===== src/rtl/aig_sweep_pkg.sv =====
// aig_sweep_pkg: shared state encoding, MISR step and constants for the vector sweeper
package aig_sweep_pkg;
  typedef enum logic [2:0] {IDLE, APPLY, CAPTURE, EMIT, FIN} state_t;
  localparam int SETTLE_MIN = 1;
  // rotate the low w bits of s left by one and xor in d; operands are zero-extended to 64 bits
  function automatic logic [63:0] misr_step(input logic [63:0] s, input logic [63:0] d, input int w);
    logic [63:0] r;
    r = '0;
    for (int i = 0; i < 64; i++)
      if (i < w) r[i] = (i == 0 ? s[w-1] : s[i-1]) ^ d[i];
    return r;
  endfunction
endpackage


===== src/rtl/aig_misr.sv =====
// aig_misr: multiple-input signature register with synchronous clear and enable
module aig_misr
  import aig_sweep_pkg::*;
#(
  parameter int W = 13
) (
  input  logic         clk,
  input  logic         rst,
  input  logic         clr,
  input  logic         en,
  input  logic [W-1:0] d,
  output logic [W-1:0] sig
);
  // clear wins over fold so a new sweep always starts from zero
  always_ff @(posedge clk or posedge rst)
    if (rst) sig <= '0;
    else if (clr) sig <= '0;
    else if (en) sig <= W'(misr_step(64'(sig), 64'(d), W));
endmodule


===== src/rtl/aig_vector_sweeper.sv =====
// aig_vector_sweeper: walks a combinational netlist through every input vector, streams responses and signs them
module aig_vector_sweeper
  import aig_sweep_pkg::*;
#(
  parameter int N_IN   = 3,
  parameter int N_OUT  = 13,
  parameter int SETTLE = 1
) (
  input  logic             clk,
  input  logic             rst,
  input  logic             start,
  input  logic             abort,
  output logic [N_IN-1:0]  x_o,
  input  logic [N_OUT-1:0] f_i,
  output logic             res_valid,
  input  logic             res_ready,
  output logic [N_IN-1:0]  res_vec,
  output logic [N_OUT-1:0] res_out,
  output logic [N_OUT-1:0] sig_o,
  output logic             busy,
  output logic             done
);
  localparam logic [15:0] RELOAD = 16'((SETTLE < SETTLE_MIN ? SETTLE_MIN : SETTLE) - 1);
  state_t      state;
  logic [15:0] cnt;
  logic        clear, capture;
  assign clear   = state == IDLE && start && !abort;
  assign capture = state == CAPTURE && !abort;
  aig_misr #(.W(N_OUT)) u_misr (
    .clk(clk),
    .rst(rst),
    .clr(clear),
    .en (capture),
    .d  (f_i),
    .sig(sig_o)
  );
  // sweep sequencer; x_o doubles as the vector counter since it always holds the current vector
  always_ff @(posedge clk or posedge rst)
    if (rst) begin
      state     <= IDLE;
      cnt       <= '0;
      x_o       <= '0;
      res_vec   <= '0;
      res_out   <= '0;
      res_valid <= 1'b0;
      busy      <= 1'b0;
      done      <= 1'b0;
    end else begin
      done <= 1'b0;
      if (abort) begin
        state     <= IDLE;
        res_valid <= 1'b0;
        busy      <= 1'b0;
      end else
        case (state)
          IDLE:
            if (start) begin
              x_o   <= '0;
              cnt   <= RELOAD;
              state <= APPLY;
              busy  <= 1'b1;
            end
          APPLY:
            if (cnt == 16'd0) state <= CAPTURE;
            else cnt <= cnt - 16'd1;
          CAPTURE: begin
            res_out   <= f_i;
            res_vec   <= x_o;
            res_valid <= 1'b1;
            state     <= EMIT;
          end
          EMIT:
            if (res_ready) begin
              res_valid <= 1'b0;
              if (&x_o) state <= FIN;
              else begin
                x_o   <= x_o + 1'b1;
                cnt   <= RELOAD;
                state <= APPLY;
              end
            end
          FIN: begin
            done  <= 1'b1;
            busy  <= 1'b0;
            state <= IDLE;
          end
          default: begin
            busy  <= 1'b0;
            state <= IDLE;
          end
        endcase
    end
endmodule

===== config.mk =====
export PLATFORM = sky130hd
export DESIGN_NAME = aig_vector_sweeper
export DESIGN_NICKNAME = d
export VERILOG_FILES = /design/src/rtl/aig_sweep_pkg.sv /design/src/rtl/aig_misr.sv /design/src/rtl/aig_vector_sweeper.sv
export SDC_FILE = /design/constraint.sdc
export NUM_CORES = 1
export LEC_CHECK = 0
export CAP_MARGIN = 40
export CORE_MARGIN = 1
export CORE_UTILIZATION = 42
export CTS_CLUSTER_DIAMETER = 100
export DETAILED_ROUTE_END_ITERATION = 6
export PLACE_DENSITY = 0.76
export SYNTH_ARGS = -nofsm -noshare
export SYNTH_HDL_FRONTEND = slang
export SYNTH_SLANG_ARGS = --single-unit

===== constraint.sdc =====
create_clock -name clk -period 3 [get_ports clk]
set_input_delay 0.45 -clock clk [delete_from_list [all_inputs] [get_ports clk]]
set_output_delay 0.45 -clock clk [all_outputs]
set_load 0.01 [all_outputs]

# Word-level counts from Yosys, hierarchy flattened

Index checks and enable logic that the tools add are counted.

Bits in registers: 54
Input port bits: 18

Add/sub/neg operators: 2
Equal/unequal tests: 12
Multiplexer cells: 25
Bitwise gates (word level): 14
Reduce and logical (&&, ||, !) cells: 18

Operators by type and width:

| operator              | number |
|---|---|
| $mux 16               | 4 |
| $pmux 16 s3           | 1 |
| $mux 13               | 2 |
| $mux 3                | 8 |
| $logic_not 16->1      | 1 |
| $sub 16x1->16 const B | 1 |
| $xor 1x1->1           | 13 |
| $pmux 3 s4            | 1 |
| $ne 3x3->1 const B    | 3 |
| $ne 2x2->1 const B    | 4 |
| $eq 3x2->1 const B    | 2 |
| $mux 1                | 6 |
| $pmux 3 s2            | 1 |
| $reduce_and 2->1      | 3 |
| $reduce_and 3->1      | 2 |
| $reduce_and 6->1      | 1 |
| $reduce_bool 3->1     | 2 |
| $reduce_and 5->1      | 1 |
| $pmux 1 s2            | 2 |
| $reduce_bool 2->1     | 2 |
| $add 3x1->3 const B   | 1 |
| $eq 3x1->1 const B    | 1 |
| $eq 3x3->1 const B    | 1 |
| $logic_and 1x1->1     | 3 |
| other kinds (5)       | 5 |

# Longest topological paths before layout

Depth in word-level cells: 5
Gate-level depth with buffers: 8

# By module

A second synthesis with hierarchy kept.

Cells, all modules: 253
Area total of the unflattened synthesis: 2951.6 µm²

Modules (own cells, without submodules):

| module             | times used | cells an instance | area an instance (µm²) |
|---|---|---|---|
| aig_vector_sweeper | 1          | 196               | 2262.2 |
| aig_misr           | 1          | 57                | 689.4 |

# Worst setup path after synthesis

No wires, ideal clock.

Path type: flip-flop to flip-flop
From: register x_o[0]
To: register cnt[5]
Setup time: 0.136 ns
Data arrival time: 2.139 ns
Data required time: 2.864 ns
Setup slack: 0.726 ns
Cell stages (with the launch flop): 9
Cell sequence: dfrtp_1 -> ha_1 -> ha_1 -> nand3b_1 -> a2111o_1 -> a31o_2 -> buf_6 -> o311ai_1 -> o41ai_1

Word-level cells in the longest chain between the ends: 3

Ends and longest elaborated chain:

| item                              | RTL line                 | text |
|---|---|---|
| start: declaration                | aig_vector_sweeper.sv:13 | `output logic [N_IN-1:0] x_o,` |
| start signal: assignment          | aig_vector_sweeper.sv:77 | `x_o <= x_o + 1'b1;` |
| $reduce_and 3->1                  | aig_vector_sweeper.sv:75 | `if (&x_o) state <= FIN;` |
| $ne 2x2->1 (no source line)       | --                       |  |
| $reduce_and 6->1 (no source line) | --                       |  |
| end signal: assignment            | aig_vector_sweeper.sv:65 | `else cnt <= cnt - 16'd1;` |
| end: declaration                  | aig_vector_sweeper.sv:25 | `logic [15:0] cnt;` |

Every way passes these cells.
A chain may end at the register's enable or synchronous reset.

# Worst setup path in the final report

From: register x_o[0]
To: register cnt[8]

Same word-level chain as after synthesis.

==> results.sh <==
export IMPL_routabilityCongestion=0.800
export IMPL_period_share_pct=79.5
export IMPL_r2r_start="x_o[0]"
export IMPL_worst_r2r_cell_count=7
export IMPL_track_usage_pct=17.0
export IMPL_required_ps=3210
export IMPL_cts_path_max_buffers=2
export IMPL_worst_setup_path_start_kind="flip-flop"
export IMPL_route_final_wire_length_um=5090
export IMPL_synth_area_leaders="dfrtp_1 53%, xnor2_1 4.5%, mux2_1 4.0%, a211oi_1 3.8%, mux2_2 3.6%"
export IMPL_hold_depth=1
export IMPL_crit_family="compound AO/OA/AOI/OAI gates"
export IMPL_min_from="busy"
export IMPL_grt_max_degree=43
export IMPL_yosysTopAreaCell="dfrtp_1"
export IMPL_cts_root_buf="clkbuf_8"
export IMPL_post_cts_buffers=0
export IMPL_power_density_nw_per_um2=1010
export IMPL_syn2layout_area_growth_pct=28.0
export IMPL_synth_top_cell_area_share_pct=53.3
export IMPL_ys_ff_latch=54
export IMPL_io_pins=53
export IMPL_start_util_pct=44.7
export IMPL_fin_tns_setup_ps=0
export IMPL_std_cell_rows=27
export IMPL_ant_nets=0
export IMPL_numCtsBuffers=5
export IMPL_first_pass_iters=4
export IMPL_ir_drop_uv=411
export IMPL_grt_pass1_vias=1835
export IMPL_arrival_ps=2590
export IMPL_slew_headroom_pct=60.2
export IMPL_cts_tree="yes"
export IMPL_synthesis_nets=249
export IMPL_post_cts_resized=0
export IMPL_clock_sinks=54
export IMPL_path_common_cell="ha_1"
export IMPL_yosys_warnings=0
export IMPL_instances_no_fill=354
export IMPL_yosysSeqAreaShare_pct=53.3
export IMPL_crit_reg2reg_capture="cnt[8]"
export IMPL_clk_pin_slew_ps=100
export IMPL_path_cells="ha_1 -> ha_1 -> nand3b_1 -> a2111o_1 -> a31o_2 -> o31a_1 -> o21a_1"
export IMPL_synth_edf_count=0
export IMPL_p_leak_uw=0.00135
export IMPL_post_drt_wl_per_cell_um=14.4
export IMPL_endpoint_kind="flip-flop"
export IMPL_syn_area_um2=2540
export IMPL_ctsHtreeMaxLevel=2
export IMPL_final_nets=302
export IMPL_viasPerCell=5.46
export IMPL_synthFlopType="dfrtp_1"
export IMPL_dp_cells=346
export IMPL_clock_skew_ps=6.86
export IMPL_grt_pass1_wl_um=8400
export IMPL_n_antenna_cell=0
export IMPL_drive_gt1_share_pct=9.93
export IMPL_cp_depth=7
export IMPL_critical_path_slowest_cell="a2111o_1"
export IMPL_setup_violations=0
export IMPL_min_to="busy"
export IMPL_cp_num_buf_inv=0
export IMPL_drv_slew=0
export IMPL_antenna_found_initial=0
export IMPL_status="complete, no violations"
export IMPL_worst_path_largest_cell_delay_ps=510
export IMPL_fin_area_um2=3250
export IMPL_synth_avg_cell_area_um2=11.1
export IMPL_hold_violations=0
export IMPL_critical_path_class="flip-flop to flip-flop"
export IMPL_drtIter0Drc=96
export IMPL_core_area_um2=5680
export IMPL_hold_path_class="flip-flop to flip-flop"
export IMPL_async_flop_share_pct=100
export IMPL_netlist_instances=228
export IMPL_critPathMaxFanout=12
export IMPL_fp_dieW_um=79.7
export IMPL_vias=1932
export IMPL_place_area_um2=3140
export IMPL_rsz0062_at_grt="no"
export IMPL_die_area_um2=6360
export IMPL_dieHeight_um=79.7
export IMPL_insertion_delay_ps=310
export IMPL_r2r_setup_slack_ps=610
export IMPL_min_period_ps=2390
export IMPL_synth_cell_types=46
export IMPL_timing_fmax_mhz=419
export IMPL_cap_violations=0
export IMPL_io_buffers=52
export IMPL_grt_remaining_overflow=0
export IMPL_hpwl_um=3580
export IMPL_hold_buffers=0
export IMPL_worstMarginPinSlew_ps=596
export IMPL_drc=0
## registers in the layout, indices dropped and copies added, names as in the netlist
name        count
state           3
res_vec         3
done            1
res_out        13
res_valid       1
cnt            16
busy            1
x_o             3
u_misr.sig     13
## logic make-up (layout without fill, tap and decap cells)
family | Yosys count | count (layout) | share of synthesized area (%)
compound gates | 57 | 57 | 15.7
xor+xnor | 13 | 13 | 4.49
fa+ha+maj | 3 | 3 | 1.48
buf+inv | 18 | 72 | 3.11
flops | 54 | 54 | 53.3
mux | 17 | 17 | 7.54
simple gates | 66 | 66 | 14.4
## through the flow
stage | setup slack (ps) | hold slack, ps | total power [uW] | util [%]
floorplan | 726 | 446 | 2200 | -
global placement | 534 | 463 | 2770 | 55.3
detailed placement | 513 | 465 | 2810 | 55.3
CTS | 604 | 487 | 3310 | 57.2
global route | 472 | 517 | 3520 | 57.2
finish | 614 | 483 | 3290 | 57.2
## layer usage
metal | GRT usage [%] | routed length [um] | up-vias
met1 | 22.7 | 2330 | 938
li1 | - | - | 937
met5 | 0 | 0 | -
met4 | 6.00 | 62 | 0
met3 | 3.20 | 274 | 7
met2 | 27.4 | 2420 | 50
## cell type report
type / count / area [um2]
multi-input combinational: 156 / 1110
inverter: 7 / 26.3
timing repair buffer: 57 / 558
clock buffer: 6 / 72.6
clock inverter: 2 / 37.5
tap: 72 / 90.1
fill: 470 / 2430
sequential: 54 / 1350
## Yosys cell counts (5+ instances only)
| library cell | instances |
|---|---|
| xnor2_1 | 13 |
| mux2_2 | 8 |
| nand2_1 | 13 |
| nor2_1 | 20 |
| nor3_1 | 5 |
| a211oi_1 | 13 |
| o21ai_1 | 7 |
| o21ai_0 | 6 |
| mux2_1 | 9 |
| inv_1 | 7 |
| dfrtp_1 | 54 |
| nor4_1 | 5 |
| o31ai_1 | 6 |
| clkbuf_1 | 7 |
## placed cells by master, fill, tap and decap left out, drive strengths merged, types with 4 or more instances in the layout
cell type and instances:
dfrtp 54, xnor2 13, clkbuf 6, o211ai 4, o21ai 13, nand2 13, inv 7, a21oi 4
mux2 17, nand2b 4, o31ai 6, nor3 5, nor2 20, buf 5, clkdlybuf4s50 52, a211oi 13
nor4 7
## worst max path at each step
| stage | startpoint | end | slack, ps |
|---|---|---|---|
| after floorplan | x_o[0] | cnt[5] | 730 |
| after global placement | res_ready | cnt[8] | 530 |
| after detailed placement | res_ready | cnt[8] | 510 |
| after CTS | x_o[0] | cnt[8] | 600 |
| after global routing | cnt[0] | state[1] | 470 |
| final | x_o[0] | cnt[8] | 610 |
## power breakdown
part / leakage (uW) / internal, uW / switching, uW
logic: 0.000592 / 808 / 716
clock network: 0.0000514 / 249 / 237
registers: 0.000702 / 1020 / 260
total: 0.00135 / 2070 / 1210
Note: power is estimated with default switching activity, not from simulation.
